### src/rtl/utils_pkg.sv
// Shared types for the interrupt front-end: the FSM state encoding and the
// interrupt bundle handed to the CSR block.
package utils_pkg;

   typedef enum logic [1:0] {
      ST_IDLE  = 2'd0,
      ST_OFFER = 2'd1,
      ST_BUSY  = 2'd2
   } irq_ctrl_st_t;

   typedef struct packed {
      logic ext_irq;
      logic sw_irq;
      logic timer_irq;
   } s_irq_t;

endpackage

### src/rtl/irq_sync.sv
// Vector multi-flop synchroniser for asynchronous level inputs; every bit
// passes through STAGES flops and resets to 0.
module irq_sync #(
   parameter int WIDTH  = 1,
   parameter int STAGES = 2
) (
   input  logic             clk,
   input  logic             rst,
   input  logic [WIDTH-1:0] d_i,
   output logic [WIDTH-1:0] q_o
);

   logic [STAGES-1:0][WIDTH-1:0] sync_q;
   logic [STAGES-1:0][WIDTH-1:0] sync_d;

   always_comb begin
      sync_d = {sync_q[STAGES-2:0], d_i};
   end

   always_ff @(posedge clk or posedge rst) begin
      if (rst) begin
         sync_q <= '0;
      end else begin
         sync_q <= sync_d;
      end
   end

   assign q_o = sync_q[STAGES-1];

endmodule

### src/rtl/irq_ctrl.sv
// Interrupt front-end: synchronises raw lines, latches edge sources, picks the
// lowest-numbered eligible external source and runs the claim/complete handshake.
module irq_ctrl
   import utils_pkg::*;
#(
   parameter int                     NUM_EXT_IRQ = 8,
   parameter int                     SYNC_STAGES = 2,
   parameter logic [NUM_EXT_IRQ-1:0] EDGE_MASK   = '0
) (
   input  logic                                 clk,
   input  logic                                 rst,
   input  logic [NUM_EXT_IRQ-1:0]               ext_irq_i,
   input  logic                                 sw_irq_i,
   input  logic                                 timer_irq_i,
   input  logic [NUM_EXT_IRQ-1:0]               ext_en_i,
   input  logic                                 claim_i,
   input  logic                                 complete_i,
   input  logic [$clog2(NUM_EXT_IRQ+1)-1:0]     complete_id_i,
   output s_irq_t                               irq_o,
   output logic [$clog2(NUM_EXT_IRQ+1)-1:0]     ext_id_o
);

   localparam int EXT_ID_W = $clog2(NUM_EXT_IRQ + 1);
   localparam int SYNC_W   = NUM_EXT_IRQ + 2;

   logic [SYNC_W-1:0]      sync_out;
   logic [NUM_EXT_IRQ-1:0] ext_s;
   logic                   sw_s;
   logic                   timer_s;

   irq_sync #(
      .WIDTH  (SYNC_W),
      .STAGES (SYNC_STAGES)
   ) u_sync (
      .clk (clk),
      .rst (rst),
      .d_i ({timer_irq_i, sw_irq_i, ext_irq_i}),
      .q_o (sync_out)
   );

   assign ext_s   = sync_out[NUM_EXT_IRQ-1:0];
   assign sw_s    = sync_out[NUM_EXT_IRQ];
   assign timer_s = sync_out[NUM_EXT_IRQ+1];

   // Lowest index wins; returns 1-based ID, 0 when nothing is set.
   function automatic logic [EXT_ID_W-1:0] prio_enc(input logic [NUM_EXT_IRQ-1:0] vec);
      logic [EXT_ID_W-1:0] id;
      id = '0;
      for (int i = NUM_EXT_IRQ - 1; i >= 0; i--) begin
         if (vec[i]) begin
            id = EXT_ID_W'(i + 1);
         end
      end
      return id;
   endfunction

   function automatic logic [NUM_EXT_IRQ-1:0] id_onehot(input logic [EXT_ID_W-1:0] id);
      logic [NUM_EXT_IRQ-1:0] oh;
      oh = '0;
      for (int i = 0; i < NUM_EXT_IRQ; i++) begin
         if (id == EXT_ID_W'(i + 1)) begin
            oh[i] = 1'b1;
         end
      end
      return oh;
   endfunction

   irq_ctrl_st_t           state_q, state_d;
   logic [EXT_ID_W-1:0]    id_q, id_d;
   logic                   ext_irq_q, ext_irq_d;
   logic                   sw_q, sw_d;
   logic                   timer_q, timer_d;
   logic [NUM_EXT_IRQ-1:0] ext_prev_q, ext_prev_d;
   logic [NUM_EXT_IRQ-1:0] edge_pend_q, edge_pend_d;
   logic [NUM_EXT_IRQ-1:0] in_service_q, in_service_d;

   logic [NUM_EXT_IRQ-1:0] pending;
   logic [NUM_EXT_IRQ-1:0] eligible;
   logic [NUM_EXT_IRQ-1:0] id_oh;
   logic [NUM_EXT_IRQ-1:0] edge_set;
   logic [NUM_EXT_IRQ-1:0] claim_clr;
   logic [EXT_ID_W-1:0]    win_id;
   logic                   claim_ok;

   for (genvar gi = 0; gi < NUM_EXT_IRQ; gi++) begin : g_pend
      assign pending[gi] = EDGE_MASK[gi] ? edge_pend_q[gi] : ext_s[gi];
   end

   assign eligible  = pending & ext_en_i & ~in_service_q;
   assign win_id    = prio_enc(eligible);
   assign id_oh     = id_onehot(id_q);
   assign claim_ok  = (state_q == ST_OFFER) && claim_i;
   assign edge_set  = ext_s & ~ext_prev_q & EDGE_MASK;
   assign claim_clr = claim_ok ? id_oh : '0;

   // A fresh edge in the claim cycle must survive, so set is applied after clear.
   always_comb begin
      ext_prev_d  = ext_s;
      sw_d        = sw_s;
      timer_d     = timer_s;
      edge_pend_d = ((edge_pend_q & ~claim_clr) | edge_set) & EDGE_MASK;
   end

   always_comb begin
      state_d      = state_q;
      id_d         = id_q;
      ext_irq_d    = ext_irq_q;
      in_service_d = in_service_q;
      case (state_q)
         ST_IDLE: begin
            id_d      = '0;
            ext_irq_d = 1'b0;
            if (win_id != '0) begin
               state_d   = ST_OFFER;
               id_d      = win_id;
               ext_irq_d = 1'b1;
            end
         end
         ST_OFFER: begin
            if (claim_i) begin
               state_d      = ST_BUSY;
               in_service_d = in_service_q | id_oh;
               ext_irq_d    = 1'b0;
            end else if ((eligible & id_oh) == '0) begin
               state_d   = ST_IDLE;
               id_d      = '0;
               ext_irq_d = 1'b0;
            end else begin
               id_d = win_id;
            end
         end
         ST_BUSY: begin
            // Claimed source is masked by in_service, so this flags only others.
            ext_irq_d = (eligible != '0);
            if (complete_i && (complete_id_i == id_q)) begin
               in_service_d = in_service_q & ~id_oh;
               if (win_id != '0) begin
                  state_d   = ST_OFFER;
                  id_d      = win_id;
                  ext_irq_d = 1'b1;
               end else begin
                  state_d   = ST_IDLE;
                  id_d      = '0;
                  ext_irq_d = 1'b0;
               end
            end
         end
         default: begin
            state_d   = ST_IDLE;
            id_d      = '0;
            ext_irq_d = 1'b0;
         end
      endcase
   end

   always_ff @(posedge clk or posedge rst) begin
      if (rst) begin
         state_q      <= ST_IDLE;
         id_q         <= '0;
         ext_irq_q    <= 1'b0;
         sw_q         <= 1'b0;
         timer_q      <= 1'b0;
         ext_prev_q   <= '0;
         edge_pend_q  <= '0;
         in_service_q <= '0;
      end else begin
         state_q      <= state_d;
         id_q         <= id_d;
         ext_irq_q    <= ext_irq_d;
         sw_q         <= sw_d;
         timer_q      <= timer_d;
         ext_prev_q   <= ext_prev_d;
         edge_pend_q  <= edge_pend_d;
         in_service_q <= in_service_d;
      end
   end

   always_comb begin
      irq_o.ext_irq   = ext_irq_q;
      irq_o.sw_irq    = sw_q;
      irq_o.timer_irq = timer_q;
   end

   assign ext_id_o = id_q;

endmodule

### config.mk
export PLATFORM = sky130hd
export DESIGN_NAME = irq_ctrl
export DESIGN_NICKNAME = d
export VERILOG_FILES = /design/src/rtl/utils_pkg.sv /design/src/rtl/irq_sync.sv /design/src/rtl/irq_ctrl.sv
export SDC_FILE = /design/constraint.sdc
export NUM_CORES = 1
export LEC_CHECK = 0
export CAP_MARGIN = 20
export CORE_MARGIN = 3
export CORE_UTILIZATION = 50
export CTS_CLUSTER_DIAMETER = 120
export CTS_CLUSTER_SIZE = 16
export DETAILED_ROUTE_END_ITERATION = 16
export PLACE_DENSITY = 0.78
export SLEW_MARGIN = 20
export SYNTH_ARGS = -nofsm -noshare
export SYNTH_HDL_FRONTEND = slang
export SYNTH_HIERARCHICAL = 1
export SYNTH_SLANG_ARGS = --single-unit
### constraint.sdc
create_clock -name clk -period 2.6 [get_ports clk]
set_clock_uncertainty 0.2 [all_clocks]
set_input_delay 0.65 -clock clk [delete_from_list [all_inputs] [get_ports clk]]
set_output_delay 0.65 -clock clk [all_outputs]
set_load 0.02 [all_outputs]
==> metrics.md, run 1 <==
| Metric | Value |
|---|---|
| Outcome | finished clean |
| # DRC | 0 |
| Grt total ovfl | 0 |
| Chip height | 62.58 um |
| Hold slack | between 0.15 and 0.2 ns |
| Row count | 19 |
| Mapped Area | 1600 um2 |
| Worst Tran Pin Value | roughly 0.67 ns |
| PnR Total Power | around 0.0016 W |
| Port buffer count | 32 |
| Final Wtd Congestion | between 0.8 and 0.9 |
| # fillers | 228 |
| Largest fanout on the critical path | 17 |
| Dominant cells by area after synthesis | dfrtp_1, mux2_2, nand3b_1, and3b_1, and4bb_2 |
| Yosys cell types | 37 |
| Starting DRT DRC Count | 53 |
| Fin nets | approximately 190 |
| Sequential share of the synthesized area | 0.5786 |
| Max stage delay cell, worst path | clkdlybuf4s50_1 |
| Largest net degree at the start of global routing | 21 |
| Worst Hold Depth | 0 |
| Initial antenna violation count | 0 |
| Storage cell area | between 900 and 1000 um2 |
| ANT nets after route | 0 |
| CTS root buf | clkbuf_4 |
| R2R depth | 5 |
| Count of state elements after synthesis | 37 |
| H-tree depth | 2 |
| Synth warnings | 6 |
| Post-layout min period | between 2 and 2.5 ns |
| Max Clock Freq | 420.4 MHz |
| TritonCTS Buffers | 5 |
| Fin. Hold Viols | 0 |
| GR Util All Layers | 0.1714 |
| Cell taking the most area after synthesis | dfrtp_1 |
| TritonCTS clock tree | yes |
| Via count | approximately 1100 |
| Relative slew slack | 0.5498 |
| Post-DP HPWL | 2331 um |
| Startpoint types | flip-flop |
| Maxcap violations | 0 |
| Hold WC Path Type | reg -> reg |
| DR vias/cell | between 5 and 6 |
| Post-synth EDFFs | 0 |
| Setup crit end kind | output pin |
| Async set-or-reset flop fraction in the synthesized netlist | 1.000 |
| Finish-stage setup viols | 0 |
| Critical Path, Cell by Cell | clkdlybuf4s50_1 |
| Clock buffer depth | 2 |
| Initial core utilization | 0.5518 |
| TNS Setup | 0 ns |
| Ys flop type | dfrtp_1 |
| Routed Wire Length | slightly above 3000 um |
| Number of global-route vias before repair | 1191 |
| Io pins | 33 |
| Synthesized instance count | ~130 |
| CTS clock-pin slew for the worst setup and hold paths | roughly 0.10 ns |
| Worst skew pair latency | 0.33 ns |
| Worst Path Required | ~1.8 ns |
| Slowest stage delay, CP | approximately 0.66 ns |
| Buf/Inv on CP | 1 |
| Core area | ~2900 um2 |
| WP depth | 1 |
| Mapped Nets | approximately 150 |
| Slew Viols, Final | 0 |
| Layout cells sized above 1 | 0.1481 |
| Die width | between 60 and 70 um |
| Die area | around 3900 um2 |
| RSZ-0062 raised after global routing | false |
| P per Cell Area | a little over 800 nW/um2 |
| First-pass GRT wire length | approximately 5200 um |
| DR pass1 iterations | 4 |
| Leak | about 0.85 nW |
| Area Overhead vs Synth | 24.94% |
| Area share of the largest cell type after synthesis | 0.5786 |
| Multi-input logic area | 621.8 um2 |
| CP delay by family, top | buffers and inverters |
| Critical Path AT | about 1.5 ns |
| Routed wire length per instance | ~15 um |
| Worst VDD drop | roughly 390 uV |
| Syn avg cell area | 12.70 um2 |
| Sink Count | 37 |
| ANT cells | 0 |
| Period Utilization, post-route | 0.9149 |
| WS Path Type | reg -> out |
==> path summary, 6_finish.rpt <==
kind / from / end / slack, ns
max in group asynchronous: rst / ext_id_o[1] / 1.20
min in group asynchronous: rst / u_sync/q_o[4] / 0.45
max: ext_id_o[1] / ext_id_o[1] / 0.22
min reg2reg: u_sync/q_o[8] / sw_q / 0.15
min: u_sync/q_o[8] / sw_q / 0.15
max reg2reg: state_q[0] / flip-flop / 0.46
==> layout make-up <==
cell class                      instances  area share
Sequential cell                        37      0.4637
Multi-Input combinational cell         80      0.3110
Timing Repair Buffer                   34      0.1677
Tap cell                               42     0.02628
Clock buffer                            6     0.02065
Inverter                                3    0.005632
Clock inverter                          2    0.005006
==> layer usage <==
metal / share of wire / vias to the layer above / GRT usage
met5: 0 / - / 0
met4: 0.014 / 0 / 0.06612
met3: 0.066 / 5 / 0.06295
met2: 0.50 / 38 / 0.2903
met1: 0.42 / 529 / 0.1969
li1: - / 535 / -
==> where the power goes <==
part	internal, W	switching (W)	leakage [nW]
logic	0.000309	0.000246	0.372
registers	0.000691	0.000127	0.446
clock network	0.000103	0.000173	0.0320
==> layout by cell type, fill, tap and decap left out, types with 2 or more instances in the layout <==
cell type        count
nand3b_1             9
dfrtp_1             36
mux2_2              10
nor4b_1              2
nor2_1               3
and4bb_2             3
clkbuf_4             5
o21ai_1              2
xnor2_1              4
a21oi_1              2
nand2_1              7
clkinv_2             2
inv_1                3
nor3b_1              2
o21ai_0              3
and4b_1              3
and3b_1              6
clkdlybuf4s50_1     32
nand3_1              5
buf_4                2
a211oi_1             2
==> cell usage after synthesis, drive strengths merged, types with 2 or more instances <==
cell / instances
dfrtp: 37
mux2: 11
nand3b: 9
nand2: 7
and3b: 6
nand3: 5
o21ai: 5
buf: 4
xnor2: 4
and4b: 3
and4bb: 3
inv: 3
nor2: 3
a211oi: 2
a21boi: 2
a21oi: 2
clkbuf: 2
nor3b: 2
nor4b: 2
==> logic make-up after synthesis <==
group / count (synthesis) / share of synthesized area
AOI/OAI and AO/OA: 21 / 0.09696
xor gates and xnor gates: 4 / 0.02189
buffers and inverters: 9 / 0.03284
DFF: 37 / 0.5786
muxes: 11 / 0.07740
and+or+nand+nor: 44 / 0.1923
==> what timing repair did <==
item	4_1_cts	5_1_grt
buffers inserted	0	0
setup endpoints to repair	0	1
resized for setup	0	1
hold endpoints to repair	0	0
hold buffers	0	0
==> stage by stage <==
stage	instance area (um2)	utilization	setup WS, ns	instances
2_1_floorplan	1600	-	0.5275	126
3_3_place_gp	1947	0.6713	0.1001	196
3_5_place_dp	1947	0.6713	0.01581	196
4_1_cts	1998	0.6890	0.06596	204
5_1_grt	1999	0.6894	0.1341	204
6_report	1999	0.6894	0.2213	204
No activity file was read; power rests on OpenSTA's default activity.
==> run 2: changes to the inputs <==
- CTS_CLUSTER_DIAMETER: 120 -> 80
- clock period: 2.6 -> 2.5 ns (I/O delays scaled with it)
==> run 2 against run 1 <==
Sequential power rose by 4.2%. Cell count did not move. Design area did not move. Clock power rose by 3%. Register-to-register slack got worse by 0.14 ns. Flip-flop and latch count did not move. Critical path depth did not move. Die area did not move. First-iteration DRC count rose by 13%.
==> metrics.md, run 2 (synthesized netlist as in run 1, its figures left out) <==
| Metric | Value |
|---|---|
| Outcome | finished clean |
| DR vias/cell | 5.529 (+1.9%) |
| Largest net degree at the start of global routing | 21 (unchanged) |
| Io pins | 33 (unchanged) |
| Initial core utilization | 0.5518 (unchanged) |
| Most frequent cells in the layout | dfrtp_1, clkdlybuf4s50_1, mux2_2 |
| Clock buffer depth | 2 (unchanged) |
| Core area | 2900 um2 (unchanged) |
| Max Clock Freq | 421.2 MHz |
| ANT nets after route | 0 (unchanged) |
| GR Util All Layers | 0.1776 (+0.006134) |
| Row count | 19 (unchanged) |
| H-tree depth | 2 (unchanged) |
| First-pass GRT wire length | 5326 um (+1.8%) |
| Post-DP HPWL | 2311 um (-0.88%) |
| WS Path Type | reg -> out |
| Grt total ovfl | 0 (unchanged) |
| Critical path origin | ext_id_o[1] |
| R2R depth | 5 (unchanged) |
| Worst Path Required | 1.67 ns (-0.08 ns) |
| Layout Utilization | 0.6894 (unchanged) |
| Worst Hold Depth | 0 (unchanged) |
| R2R Path End | ext_id_o[3] |
| Routed wire length per instance | 14.65 um (-1.5%) |
| Critical Path AT | 1.55 ns (+0.02 ns) |
| Via count | 1128 (+1.9%) |
| CTS root buf | clkbuf_4 |
| ANT cells | 0 (unchanged) |
| Port buffer count | 32 (unchanged) |
| Met2 global-route usage | 0.2943 (+0.003995) |
| Flop-to-flop setup slack | 0.32 ns (-0.14 ns) |
| Post-layout min period | approximately 2.4 ns |
| P per Cell Area | 857.6 nW/um2 (+4.0%) |
| Worst Tran Pin Value | 0.6583 ns (-0.01622 ns) |
| Relative slew slack | 0.5606 (+0.01082) |
| Period Utilization, post-route | 0.9496 |
| Maxcap violations | 0 (unchanged) |
| RSZ-0062 raised after global routing | false |
| Initial antenna violation count | 0 (unchanged) |
| CP delay by family, top | buffers and inverters |
| Buf/Inv on CP | 1 (unchanged) |
| GRT met3 Usage | 0.05396 (-0.008993) |
| Largest fanout on the critical path | 17 (unchanged) |
| DR pass1 iterations | 4 (unchanged) |
| Slowest stage delay, CP | 0.66 ns (about the same) |
| TritonCTS Buffers | 5 (unchanged) |
| Setup crit end kind | output pin |
| Die area | 3916 um2 (unchanged) |
| Finish-stage setup viols | 0 (unchanged) |
| Worst VDD drop | 491.4 uV (+25%) |
| Setup Buffers After CTS | 0 (unchanged) |
| Final Wtd Congestion | 0.7994 (-0.14%) |
| Worst Hold End | sw_q |
| Hold WC Path Type | reg -> reg |
| Sink Count | 37 (unchanged) |
| Starting DRT DRC Count | 60 (+13%) |
| TNS Setup | 0 ns (unchanged) |
| Routed Wire Length | 2988 um (-1.5%) |
| Chip height | 62.58 um (unchanged) |
| Fin. Hold Viols | 0 (unchanged) |
| Area Overhead vs Synth | 24.94% (unchanged) |
| Hold path start | u_sync/q_o[8] |
| Reg2reg start | ext_id_o[3] |
| GR peak layer | met2 |
| TritonCTS clock tree | yes |
| Layout cells sized above 1 | 0.1481 (unchanged) |
| CTS clock-pin slew for the worst setup and hold paths | 0.10 ns (about the same) |
| Max stage delay cell, worst path | clkdlybuf4s50_1 |
| Met1 Use GR | 0.1969 (about the same) |
| Worst skew pair latency | 0.34 ns (about the same) |
| Commonest non-fill, non-tap cell in the layout | dfrtp_1 |
| Critical Path, Cell by Cell | clkdlybuf4s50_1 |
| WP depth | 1 (unchanged) |
| # DRC | 0 (unchanged) |
| Startpoint types | flip-flop |
| Fin nets | 187 (unchanged) |
| Leak | 0.8497 nW (unchanged) |
| Slew Viols, Final | 0 (unchanged) |
| Number of global-route vias before repair | 1189 (-0.17%) |
| Die width | 62.58 um (unchanged) |
==> run 2: cell counts in the layout (fill, tap and decap cells not counted) <==
Identical to the previous run, type by type.
==> run 2: metrics by stage <==
| stage | power (W) | worst slack, ns | instance area [um2] | hold slack, ns | instances |
|---|---|---|---|---|---|
| 5_1_grt | 0.001841 | 0.05145 | 1999 | 0.1640 | 204 |
| 6_report | 0.001715 | 0.1259 | 1999 | 0.1510 | 204 |
| 2_1_floorplan | 0.001255 | 0.4525 | 1600 | 0.1312 | 126 |
| 3_5_place_dp | 0.001443 | -0.07238 | 1947 | 0.1347 | 196 |
| 4_1_cts | 0.001731 | 0.1289 | 1999 | 0.1578 | 204 |
| 3_3_place_gp | 0.001411 | 0.02510 | 1947 | 0.1317 | 196 |
==> run 2: worst max path at each step <==
| stage | end | slack, ns |
|---|---|---|
| after floorplan | flip-flop | 0.45 |
| after CTS | ext_id_o[1] | 0.13 |
| after global routing | ext_id_o[1] | 0.05 |
| after global placement | flip-flop | 0.03 |
| final | ext_id_o[1] | 0.13 |
| after detailed placement | flip-flop | -0.07 |
==> run 2: repair_timing <==
action,CTS,global route
setup endpoints to repair,1,0
hold buffers,0,0
gates resized for setup,1,0
==> run 2: power breakdown <==
| group | internal [W] | switching [W] | leakage [nW] | total (W) |
|---|---|---|---|---|
| clock network | 0.000107 | 0.000178 | 0.0320 | 0.000285 |
| registers | 0.000718 | 0.000134 | 0.446 | 0.000852 |
| logic | 0.000322 | 0.000256 | 0.372 | 0.000577 |
==> run 2: cell type report <==
cell class                 count  area, um2
timing repair buffer          34      335.3
clock inverter                 2      10.01
inverter                       3      11.26
tap                           42      52.55
fill                         225      900.9
multi-input combinational     80      621.8
clock buffer                   6      41.29
sequential                    37      927.1
==> run 2: metal layers <==
metal,part of all wire,vias up
met5,0,-
met4,0.020,0
met3,0.054,7
met2,0.51,33
met1,0.42,554
li1,-,534
==> run 3: changes to the inputs <==
- ABC_CLOCK_PERIOD_IN_PS: not set -> 2500
==> results of run 3 <==
Same layout as run 2: the final DEF is identical, and so are final timing and power.
